`src/rtl/note_sequencer.sv`:
```
// Step sequencer feeding the four channel frequency buses from a writable pattern memory.
// Optional SEQ_GATE_EN: mutes the outputs during the last GATE_TICKS cycles of every step.
module note_sequencer #(
    parameter int STEPS          = 16,
    parameter int ADDR_W         = 4,
    parameter int TICKS_PER_STEP = 1000,
    parameter int GATE_TICKS     = 250
) (
    input  logic              clk,
    input  logic              rst_n,
    input  logic              start,
    input  logic              stop,
    input  logic              pause,
    input  logic              loop_en,
    input  logic [ADDR_W-1:0] last_step,
    input  logic              wr_en,
    input  logic [ADDR_W-1:0] wr_addr,
    input  logic [1:0]        wr_chan,
    input  logic [7:0]        wr_data,
    output logic [7:0]        freq1,
    output logic [7:0]        freq2,
    output logic [7:0]        freq3,
    output logic [7:0]        freq4,
    output logic [ADDR_W-1:0] step_idx,
    output logic              step_tick,
    output logic              busy,
    output logic              done
);

    localparam int TICK_W = (TICKS_PER_STEP > 2) ? $clog2(TICKS_PER_STEP) : 1;
    localparam logic [TICK_W-1:0] TICK_LAST = TICK_W'(TICKS_PER_STEP - 1);

    localparam logic [1:0] S_IDLE  = 2'd0;
    localparam logic [1:0] S_PLAY  = 2'd1;
    localparam logic [1:0] S_PAUSE = 2'd2;

    if (TICKS_PER_STEP < 2 || GATE_TICKS >= TICKS_PER_STEP || STEPS != (1 << ADDR_W)) begin : g_bad_params
        $error("note_sequencer: inconsistent parameters");
    end

    // One 8-bit word per (step, channel); address is {step, channel}.
    logic [7:0] mem [0:STEPS*4-1];

    logic [1:0]        state_reg, state_next;
    logic [ADDR_W-1:0] step_reg, step_next;
    logic [TICK_W-1:0] tick_reg, tick_next;
    logic [ADDR_W-1:0] last_reg, last_next;
    logic              load;
    logic              audible;
    logic              step_tick_reg, done_reg, busy_reg;
    logic              done_next;
    logic [31:0]       freq_all;

    always_ff @(posedge clk or negedge rst_n) begin
        if (!rst_n) begin
            for (int i = 0; i < STEPS*4; i++) mem[i] <= 8'd0;
        end else if (wr_en) begin
            mem[{wr_addr, wr_chan}] <= wr_data;
        end
    end

    // Priority: stop > start > pause > tick advance.
    always_comb begin
        state_next = state_reg;
        step_next  = step_reg;
        tick_next  = tick_reg;
        last_next  = last_reg;
        load       = 1'b0;
        done_next  = 1'b0;
        if (stop && state_reg != S_IDLE) begin
            state_next = S_IDLE;
            step_next  = '0;
            tick_next  = '0;
        end else if (start && !stop) begin
            state_next = S_PLAY;
            step_next  = '0;
            tick_next  = '0;
            last_next  = last_step;
            load       = 1'b1;
        end else if (state_reg == S_PLAY) begin
            if (pause) begin
                // A step-end cycle stays parked at TICK_LAST so the advance fires after resume.
                state_next = S_PAUSE;
                if (tick_reg != TICK_LAST) tick_next = tick_reg + 1'b1;
            end else if (tick_reg != TICK_LAST) begin
                tick_next = tick_reg + 1'b1;
            end else if (step_reg < last_reg) begin
                step_next = step_reg + 1'b1;
                tick_next = '0;
                load      = 1'b1;
            end else if (loop_en) begin
                step_next = '0;
                tick_next = '0;
                load      = 1'b1;
            end else begin
                state_next = S_IDLE;
                step_next  = '0;
                tick_next  = '0;
                done_next  = 1'b1;
            end
        end else if (state_reg == S_PAUSE && !pause) begin
            state_next = S_PLAY;
        end
    end

`ifdef SEQ_GATE_EN
    assign audible = (state_next == S_PLAY) && (int'(tick_next) < TICKS_PER_STEP - GATE_TICKS);
`else
    assign audible = (state_next == S_PLAY);
`endif

    always_ff @(posedge clk or negedge rst_n) begin
        if (!rst_n) begin
            state_reg     <= S_IDLE;
            step_reg      <= '0;
            tick_reg      <= '0;
            last_reg      <= '0;
            step_tick_reg <= 1'b0;
            done_reg      <= 1'b0;
            busy_reg      <= 1'b0;
        end else begin
            state_reg     <= state_next;
            step_reg      <= step_next;
            tick_reg      <= tick_next;
            last_reg      <= last_next;
            step_tick_reg <= load;
            done_reg      <= done_next;
            busy_reg      <= (state_next != S_IDLE);
        end
    end

    // Per channel: held word survives pause/gate; the output register is muted as needed.
    for (genvar gi = 0; gi < 4; gi++) begin : g_chan
        localparam logic [1:0] CH = 2'(gi);
        logic [7:0] held_reg, held_next, freq_reg;

        assign held_next = load ? mem[{step_next, CH}] : held_reg;

        always_ff @(posedge clk or negedge rst_n) begin
            if (!rst_n) begin
                held_reg <= 8'd0;
                freq_reg <= 8'd0;
            end else begin
                held_reg <= held_next;
                freq_reg <= audible ? held_next : 8'd0;
            end
        end

        assign freq_all[gi*8 +: 8] = freq_reg;
    end

    assign freq1     = freq_all[7:0];
    assign freq2     = freq_all[15:8];
    assign freq3     = freq_all[23:16];
    assign freq4     = freq_all[31:24];
    assign step_idx  = step_reg;
    assign step_tick = step_tick_reg;
    assign busy      = busy_reg;
    assign done      = done_reg;

endmodule

```
`config.mk`:
```
export PLATFORM = sky130hd
export DESIGN_NAME = note_sequencer
export DESIGN_NICKNAME = d
export VERILOG_FILES = /design/src/rtl/note_sequencer.sv
export SDC_FILE = /design/constraint.sdc
export NUM_CORES = 1
export LEC_CHECK = 0
export BUFFER_PORTS_ARGS = -buffer_cell sky130_fd_sc_hd__buf_2
export CAP_MARGIN = 20
export CORE_MARGIN = 3
export CORE_UTILIZATION = 45
export DETAILED_ROUTE_END_ITERATION = 6
export SLEW_MARGIN = 20
export SYNTH_ARGS = -nofsm -noshare
export SYNTH_HDL_FRONTEND = slang
export SYNTH_SLANG_ARGS = --single-unit
```
`constraint.sdc`:
```
create_clock -name clk -period 2.9 [get_ports clk]
set_input_delay 0.58 -clock clk [delete_from_list [all_inputs] [get_ports clk]]
set_output_delay 0.58 -clock clk [all_outputs]
set_load 0.05 [all_outputs]
```
* Word level (Yosys, flattened, before mapping)
Cells that the tools add are included.
Word-level totals: logic and storage cells 167, flip-flop bits (word level) 599, bits of input ports 25, output and inout bits 39
Cells by class: equal/unequal tests 5, muxes and demuxes 57, bitwise operators 6, reductions and logical operators 11, order comparisons 7, add/subtract/negate cells 2
Operators with widths (count):
- $bwmux W512 | 1
- $bmux W8 S6 | 4
- $mux W8 | 17
- $mux W10 | 6
- $demux W8 S6 | 1
- $ge A7 B7 Y1 const B | 5
- $not A6 Y7 | 5
- $mux W4 | 6
- $mux W2 | 8
- $mux W1 | 14
- $add A10 B1 Y10 const B | 1
- $ne A10 B10 Y1 const B | 1
- $lt A7 B1 Y1 const B | 1
- $add A4 B1 Y4 const B | 1
- $eq A2 B1 Y1 const B | 2
- $logic_and A1 B1 Y1 | 4
- $lt A4 B4 Y1 | 1
- $ne A4 B1 Y1 const B | 1
- $reduce_and A2 Y1 | 2
- $reduce_bool A2 Y1 | 2
- $reduce_bool A3 Y1 | 1
- $eq A2 B2 Y1 const B | 1
- $logic_not A1 Y1 | 2
- $not A1 Y1 | 1

* Logic depth before layout (Yosys ltp)
Gate-level depths: netlist of the first run.
word-level depth 13, gate-level depth with buffers 15, depth with buffers taken out 12

* Worst setup path before layout of the first run
Ideal clock, no wire load.
kind flip-flop to flip-flop, from register step_reg[1] (netlist: step_idx[1]), to register g_chan[0].freq_reg[0] (netlist: freq1[0]), cell stages (with the launch flop) 11, library setup time 0.130 ns, slack -0.354 ns, path buffers 2, data required time 2.770 ns, period minus slack after synthesis 3.254 ns, arrival 3.124 ns, cell sequence dfrtp_1 -> ha_1 -> a2111oi_2 -> o2111a_1 -> o21ai_4 -> inv_2 -> clkbuf_1 -> clkbuf_1 -> nand3_1 -> a31oi_1 -> nand3_1
Between the ends: longest elaborated chain between the ends 13, elaborated cells on any way between the ends 27, classes of those cells add/sub (1); order compare (1); eq/ne (1); mux (23); bitwise (1)
Ends and longest elaborated chain:
- start: declaration | RTL line 45 | logic [ADDR_W-1:0] step_reg, step_next;
- start signal: assignment | RTL line 123 | step_reg <= step_next;
- $add A4 B1 Y4 / $lt A4 B4 Y1 (equally long branches) | RTL line 88, 87
- $mux W4 | RTL line 87 | end else if (step_reg < last_reg) begin
- $mux W4 | RTL line 85 | end else if (tick_reg != TICK_LAST) begin
- $mux W4 | RTL line 81 | if (pause) begin
- $mux W4 | RTL line 80 | end else if (state_reg == S_PLAY) begin
- $mux W4 | RTL line 74 | end else if (start && !stop) begin
- $mux W4 | RTL line 70 | if (stop && state_reg != S_IDLE) begin
- $not A6 Y7 (not written as such) | RTL line 137 | assign held_next = load ? mem[{step_next, CH}] : held_reg;
- $bmux W8 S6 | RTL line 137
- $mux W8 (not written as such) (2 in a row) | RTL line 137
- $mux W8 | RTL line 137
- $mux W8 * | RTL line 145 | freq_reg <= audible ? held_next : 8'd0;
- end signal: assignment | RTL line 145
- end: declaration | RTL line 135 | logic [7:0] held_reg, held_next, freq_reg;
Every way passes the cells marked *; elsewhere a longest branch is shown, timed or not. The select of a mux whose other input is x is not followed. A chain may end at the register's enable or synchronous reset.

* Worst setup path in the final report of the first run
from register state_reg[1], to register g_chan[2].freq_reg[6] (netlist: freq3[6])
Between the ends: longest elaborated chain between the ends 10, elaborated cells on any way between the ends 26, classes of those cells eq/ne (3); mux (19); bitwise (1); reduce/logical (3)
Ends and longest elaborated chain:
- start: declaration | RTL line 44 | logic [1:0] state_reg, state_next;
- start signal: assignment | RTL line 122 | state_reg <= state_next;
- $eq A2 B1 Y1 | RTL line 80
- $mux W4 | RTL line 80
- $mux W4 | RTL line 74
- $mux W4 | RTL line 70
- $not A6 Y7 (not written as such) | RTL line 137
- $bmux W8 S6 | RTL line 137
- $mux W8 (not written as such) (2 in a row) | RTL line 137
- $mux W8 * | RTL line 137
- named net g_chan[2].held_next[6] | RTL line 135
- $mux W8 * | RTL line 145
- end signal: assignment | RTL line 145
- end: declaration | RTL line 135
The timed path passes the listed nets; every way through them passes the cells marked *. The select of a mux whose other input is x is not followed.

==> results of run 1 <==
## stage by stage
| stage | hold slack, ns | setup slack [ns] | util (%) | cell area [µm²] |
|---|---|---|---|---|
| floorplan | 0.2844 | -0.2091 | - | 27170 |
| global placement | 0.4621 | -0.7223 | 50.74 | 30120 |
| detailed placement | 0.4739 | -0.7453 | 50.74 | 30120 |
| CTS | 0.1485 | -0.1829 | 56.05 | 33270 |
| global route | 0.1645 | -0.2136 | 58.40 | 34660 |
| finish | 0.1740 | -0.1326 | 58.41 | 34670 |
## placed cells by master (no fill, tap or decap), types with 21 or more instances in the layout
cell type / netlist / final
nand2_1: 484 / 468
a221oi_2: 0 / 24
nand4_1: 33 / 33
buf_6: 4 / 29
mux2i_1: 34 / 21
buf_12: 0 / 51
nand3_1: 196 / 175
buf_2: 43 / 62
buf_4: 5 / 201
nor2_1: 68 / 63
dfrtp_1: 599 / 597
mux2_2: 515 / 514
a21oi_1: 66 / 32
clkbuf_16: 0 / 79
a31oi_2: 0 / 23
## worst max-delay path, cell delays in order, from the launching register on
cell and delay, ns:
dfrtp_1 0.37, or3b_4 0.39, or4_4 0.50, and2_4 0.19, o21ai_4 0.21, buf_6 0.14, buf_6 0.08, mux2_4 0.29
o311a_1 0.33, a211o_1 0.29, nor2b_4 0.13
## kinds of logic after synthesis
logic type,Yosys count
mux,551
flops,599
buf+inv,176
fa+ha+maj,5
xor+xnor,6
simple gates,839
compound gates,215
## synth_stat cells, drive strengths merged (5+ instances only)
| master | instances | share of area, % |
|---|---|---|
| a211oi | 5 | 0.14 |
| a21oi | 66 | 1.2 |
| a221oi | 32 | 1.0 |
| a31oi | 60 | 1.4 |
| and2 | 8 | 0.20 |
| and3 | 7 | 0.16 |
| buf | 62 | 1.2 |
| clkbuf | 105 | 1.5 |
| dfrtp | 599 | 55 |
| ha | 5 | 0.23 |
| inv | 8 | 0.11 |
| mux2 | 515 | 21 |
| mux2i | 34 | 1.3 |
| nand2 | 485 | 6.7 |
| nand2b | 7 | 0.16 |
| nand3 | 196 | 3.6 |
| nand4 | 33 | 0.76 |
| nor2 | 68 | 0.94 |
| nor2b | 8 | 0.18 |
| nor3 | 7 | 0.13 |
| o211ai | 5 | 0.14 |
| o21ai | 18 | 0.42 |
| xor2 | 5 | 0.16 |
## final cells by class
class	count	area [µm²]	share of cell area, %
Timing Repair Buffer	369	3780	10.90
Clock inverter	12	91.34	0.2635
Clock buffer	103	2047	5.905
Timing Repair inverter	2	25.02	0.07218
Inverter	9	66.31	0.1913
Sequential cell	599	14990	43.25
Tap cell	773	967.2	2.790
Multi-Input combinational cell	1616	12690	36.62
Antenna cell	2	5.005	0.01444
## what timing repair did
| action | in CTS | in global routing |
|---|---|---|
| hold buffers | 1 | 0 |
| gates resized for setup | 90 | 206 |
| setup endpoints to repair | 64 | 64 |
| gates cloned | 11 | 9 |
| buffers inserted | 31 | 20 |
| pin swaps | 43 | 108 |
| endpoints found under the hold margin | 49 | 0 |
## power by group through the flow
stage                     Combinational [mW]  Sequential [mW]  Clock [mW]
after floorplan                         1.43             10.1           0
after global placement                  2.27             10.1           0
after detailed placement                2.35             10.2           0
after CTS                               2.42             10.0        8.51
after global routing                    2.76             10.2        8.86
final                                   2.54             10.1        8.35
## per-layer routing
metal / vias up / global-route usage [%] / share of wire [%]
met5: - / 0 / 0.014
met4: 2 / 8.337 / 2.6
met3: 136 / 5.876 / 6.5
met2: 660 / 41.53 / 48
met1: 10509 / 34.94 / 43
li1: 8966 / - / -
## final timing paths
check,startpoint,to,slack (ns),cells past startpoint
worst max-delay path,state_reg[1],freq3[6],-0.13,10
worst min-delay path,last_step[0],last_reg[0],0.17,3
worst max register to register,state_reg[1],freq3[6],-0.13,10
worst min register to register,g_chan[2].held_reg[0],freq3[0],0.48,2
max in group asynchronous,rst_n,mem[282],1.43,3
min in group asynchronous,rst_n,mem[462],0.54,2
==> impl_metrics.csv, run 1 <==
group,metric,value,unit
clock_network,path_clk_slew,0.06,ns
detailed_routing,first_pass_iters,5,
power_and_ir_drop,p_leak,15.95,nW
floorplan,die_x,251.5,µm
timing,worst_pin_slew,0.7300,ns
yosys,syn_nets,2421,
critical_path,cp.required,3.39,ns
detailed_routing,avgRoutedWirePerCell,24.00,µm
critical_path,crit_path_start_kind,"register",
critical_path,crit_arrival,3.53,ns
floorplan,row_count,89,
yosys,synth_top_family_by_area,"multiplexers",
yosys,synth-simple-area-share,13.44,%
detailed_routing,drtIter0Drc,1779,
place,dp_hpwl,51570,µm
timing,setup_viol,46,
worst_hold_path,hp-class,"in -> reg",
finish,nets,2694,
timing,period_minus_slack,3.033,ns
yosys,async_flop_share,100.0,%
yosys,ys_warn_count,0,
detailed_routing,vias,20273,
place,port_buffers,63,
detailed_routing,drtAntennaViolNets,0,
grt,grt_max_degree,84,
clock_network,cts-root-buf,"clkbuf_16",
grt,grt_pass1_vias,21059,
yosys,syn_avg_cell_area,11.35,µm²
yosys,ys_ff_latch,599,
clock_network,clock_path_buffers,3,
critical_path,path_class,"reg -> reg",
yosys,netlist-cell-type-count,64,
yosys,synth_cells,2391,
finish,drive_gt1_share,43.54,%
grt,grt_first_pass_wirelength,125900,µm
power_and_ir_drop,p_clk_share,39.8,%
timing,tns,-2.064,ns
floorplan,coreArea,59350,µm²
yosys,ys_seq_area_share,55.26,%
power_and_ir_drop,power,20.96,mW
timing,hold_violations,0,
run,maxCapViolCount,0,
place,gp_congestion,0.9033,
run_status,violations,"setup timing",
yosys,synth_xor_area_share,0.1937,%
yosys,synth_flop_cell,"dfrtp_1",
yosys,synth_fa_ha_area_share,0.2306,%
timing,slew_headroom,51.23,%
power_and_ir_drop,p_comb_share,12.1,%
yosys,synth_compound_area_share,5.263,%
detailed_routing,vias_per_cell,5.817,
yosys,syn_area,27130,µm²
timing,rsz0062_at_grt,"yes",
timing,clock_skew,0.01379,ns
clock_network,cts_tree,"yes",
clock_network,cts_buffers,67,
power_and_ir_drop,p_sw,5.369,mW
grt,groute.usage.overall,25.82,%
power_and_ir_drop,p_int,15.59,mW
critical_path,worst_setup_path_end_kind,"register",
yosys,synthMuxAreaShare,22.80,%
power_and_ir_drop,seqPwrFrac,48.0,%
timing,setup_ws,-0.1326,ns
critical_path,worstPathMaxFanout,3,
finish,syn_to_final_growth,27.79,%
yosys,synth_edf_count,0,
power_and_ir_drop,powerDensity,604.7,nW/µm²
power_and_ir_drop,sw_frac_of_total,25.61,%
clock_network,insertion_delay,0.60,ns
floorplan,ios,64,
finish,largest_reg_flops,512,
grt,antenna_found_initial,3,
detailed_routing,wl,83630,µm
floorplan,start_util,45.70,%
finish,fillers,4796,
finish,fin_cells,3485,
clock_network,htree_levels,3,
power_and_ir_drop,worst_ir_drop_vdd,0.5268,mV
floorplan,die-area,63260,µm²
detailed_routing,drc,0,
run_status,status,"complete, but fails checks",
timing,period_share,104.6,%
clock_network,clock-sinks,599,
timing,finalMaxSlewViolations,0,
grt,overflow,0,
timing,fmax,0.3298,GHz
place,placed_cells,3300,
floorplan,die_y,251.5,µm
No activity file was read; power rests on OpenSTA's default activity.
==> run 2, diff against run 1 <==
--- a/config.mk
+++ b/config.mk
@@ -8,8 +8,9 @@
 export BUFFER_PORTS_ARGS = -buffer_cell sky130_fd_sc_hd__buf_2
 export CAP_MARGIN = 20
 export CORE_MARGIN = 3
-export CORE_UTILIZATION = 45
+export CORE_UTILIZATION = 56
 export DETAILED_ROUTE_END_ITERATION = 6
+export PLACE_DENSITY = 0.75
 export SLEW_MARGIN = 20
 export SYNTH_ARGS = -nofsm -noshare
 export SYNTH_HDL_FRONTEND = slang
==> run 2 against run 1 <==
  * Combinational power is 5% lower
  * Sequential cell count did not move
  * The flow still finishes with violations (setup timing)
  * Sequential share of layout area up 1.5 points
==> impl_metrics.csv, run 2 (synthesis gave the netlist of run 1 again) <==
group,metric,value,unit
detailed_routing,wl,78750,µm
critical_path,path_class,"reg -> reg",
clock_network,cts-root-buf,"clkbuf_16",
clock_network,path_clk_slew,0.07,ns
critical_path,cp.required,3.42,ns
power_and_ir_drop,powerDensity,629.8,nW/µm²
power_and_ir_drop,worst_ir_drop_vdd,0.6396,mV
clock_network,htree_levels,2,
floorplan,start_util,56.82,%
critical_path,worstPathMaxFanout,7,
clock_network,cts_buffers,60,
floorplan,ios,64,
detailed_routing,drc,0,
detailed_routing,avgRoutedWirePerCell,23.88,µm
timing,tns,-1.873,ns
floorplan,die_x,226.1,µm
grt,antenna_found_initial,7,
detailed_routing,drtAntennaViolNets,0,
timing,whs,0.1767,ns
clock_network,insertion_delay,0.64,ns
detailed_routing,wl_met2,37540,µm
detailed_routing,first_pass_iters,6,
place,place_ws,-0.5428,ns
place,placed_cells,3138,
timing,worst_pin_slew,0.9719,ns
critical_path,crit_path_start_kind,"register",
floorplan,row_count,80,
floorplan,coreArea,47750,µm²
timing,fmax,0.3291,GHz
place,placedInstanceArea,29750,µm²
critical_path,worst_setup_path_end_kind,"register",
timing,slew_headroom,35.20,%
grt,overflow,0,
finish,syn_to_final_growth,23.43,%
finish,final_core_util,70.13,%
run,maxCapViolCount,0,
grt,groute.usage.overall,30.59,%
detailed_routing,vias,20631,
floorplan,die-area,51120,µm²
timing,clock_skew,0.02377,ns
timing,finalMaxSlewViolations,0,
finish,layout_common_cells,"dfrtp_1, mux2_2, nand2_1",
place,port_buffers,63,
place,dp_hpwl,49020,µm
worst_hold_path,hp-class,"in -> reg",
timing,period_share,104.8,%
detailed_routing,top_layer_used,"met5",
place,gp_congestion,0.8692,
timing,period_minus_slack,3.039,ns
power_and_ir_drop,p_leak,15.63,nW
timing,rsz0062_at_grt,"yes",
finish,largest_reg_flops,512,
finish,fin_cells,3297,
finish,final_common_cell,"dfrtp_1",
clock_network,clock_path_buffers,3,
timing,hold_violations,0,
detailed_routing,drtIter0Drc,1832,
timing,setup_ws,-0.1389,ns
run_status,status,"complete, but fails checks",
grt,grt_first_pass_wirelength,120700,µm
critical_path,crit_slowest_cell,"or4_4",
timing,setup_viol,40,
clock_network,clock-sinks,599,
detailed_routing,drt-met1-wl,32110,µm
finish,drive_gt1_share,41.49,%
critical_path,crit_chain,"ha_4 > nand4bb_4 > or4_4 > buf_6 > and2_4 > o21ai_4 > buf_12 > clkinv_16 > buf_12 > buf_12 > a21oi_4 > a221oi_2 > a31oi_2 > buf_4 > nand3_2",
power_and_ir_drop,power,21.09,mW
grt,grt_pass1_vias,21368,
detailed_routing,vias_per_cell,6.258,
finish,nets,2656,
run_status,violations,"setup timing",
finish,fin_area,33480,µm²
detailed_routing,met3_length,6114,µm
critical_path,crit_arrival,3.56,ns
clock_network,cts_tree,"yes",
critical_path,slowest_delay,0.57,ns
floorplan,die_y,226.1,µm
critical_path,path_common_cell,"buf_12",
grt,grt_max_degree,65,
==> run 2: cell types whose count changed in the layout (fill, tap and decap cells not counted), moves of 13 or more <==
cell      delta
clkbuf_1    -14
nand2_1     +13
a31oi_1     +15
buf_12      -13
==> run 2: layout make-up <==
type | count | area, µm²
antenna | 4 | 10.01
clock buffer | 77 | 1728
clock inverter | 37 | 500.5
fill | 3222 | 14260
inverter | 9 | 77.57
multi-input combinational | 1616 | 12230
sequential | 599 | 14990
tap | 615 | 769.5
timing repair buffer | 339 | 3164
timing repair inverter | 1 | 8.758
==> run 2: per-layer routing <==
metal  track usage [%]  up-vias
li1                  -     8917
met1             40.48    10506
met2             49.44      959
met3             6.473      241
met4             12.98        8
met5                 0        -
==> run 2: repair_timing <==
item                                    CTS  global route
buffers inserted                         26            10
hold buffers                              1             0
hold endpoints to repair                 45             0
pin swaps                                38            47
gates resized for setup                  98            94
cloned                                    3             5
endpoints found under the setup margin   61            64
==> run 2: worst paths after layout <==
check | slack [ns] | cells past startpoint | from | end
max | -0.14 | 15 | tick_reg[1] | freq1[5]
min | 0.18 | 3 | last_step[0] | last_reg[0]
max reg2reg | -0.14 | 15 | tick_reg[1] | freq1[5]
min reg2reg | 0.48 | 2 | g_chan[2].held_reg[4] | freq3[4]
max in group asynchronous | 1.38 | 4 | rst_n | mem[96]
min in group asynchronous | 0.52 | 2 | rst_n | step_idx[3]
==> run 2: report_power, final <==
part           switching, mW  leakage [nW]  internal, mW
clock                   3.42          1.10          5.19
sequential             0.621          7.98          9.44
combinational           1.27          6.55          1.15
==> run 2: critical path, delay by kind of cell, from the launching register on <==
family / cells / cell delay (ns)
flops: 1 / 0.39
compound gates: 4 / 0.55
buf+inv: 6 / 0.87
fa+ha+maj: 1 / 0.17
simple gates: 4 / 0.93
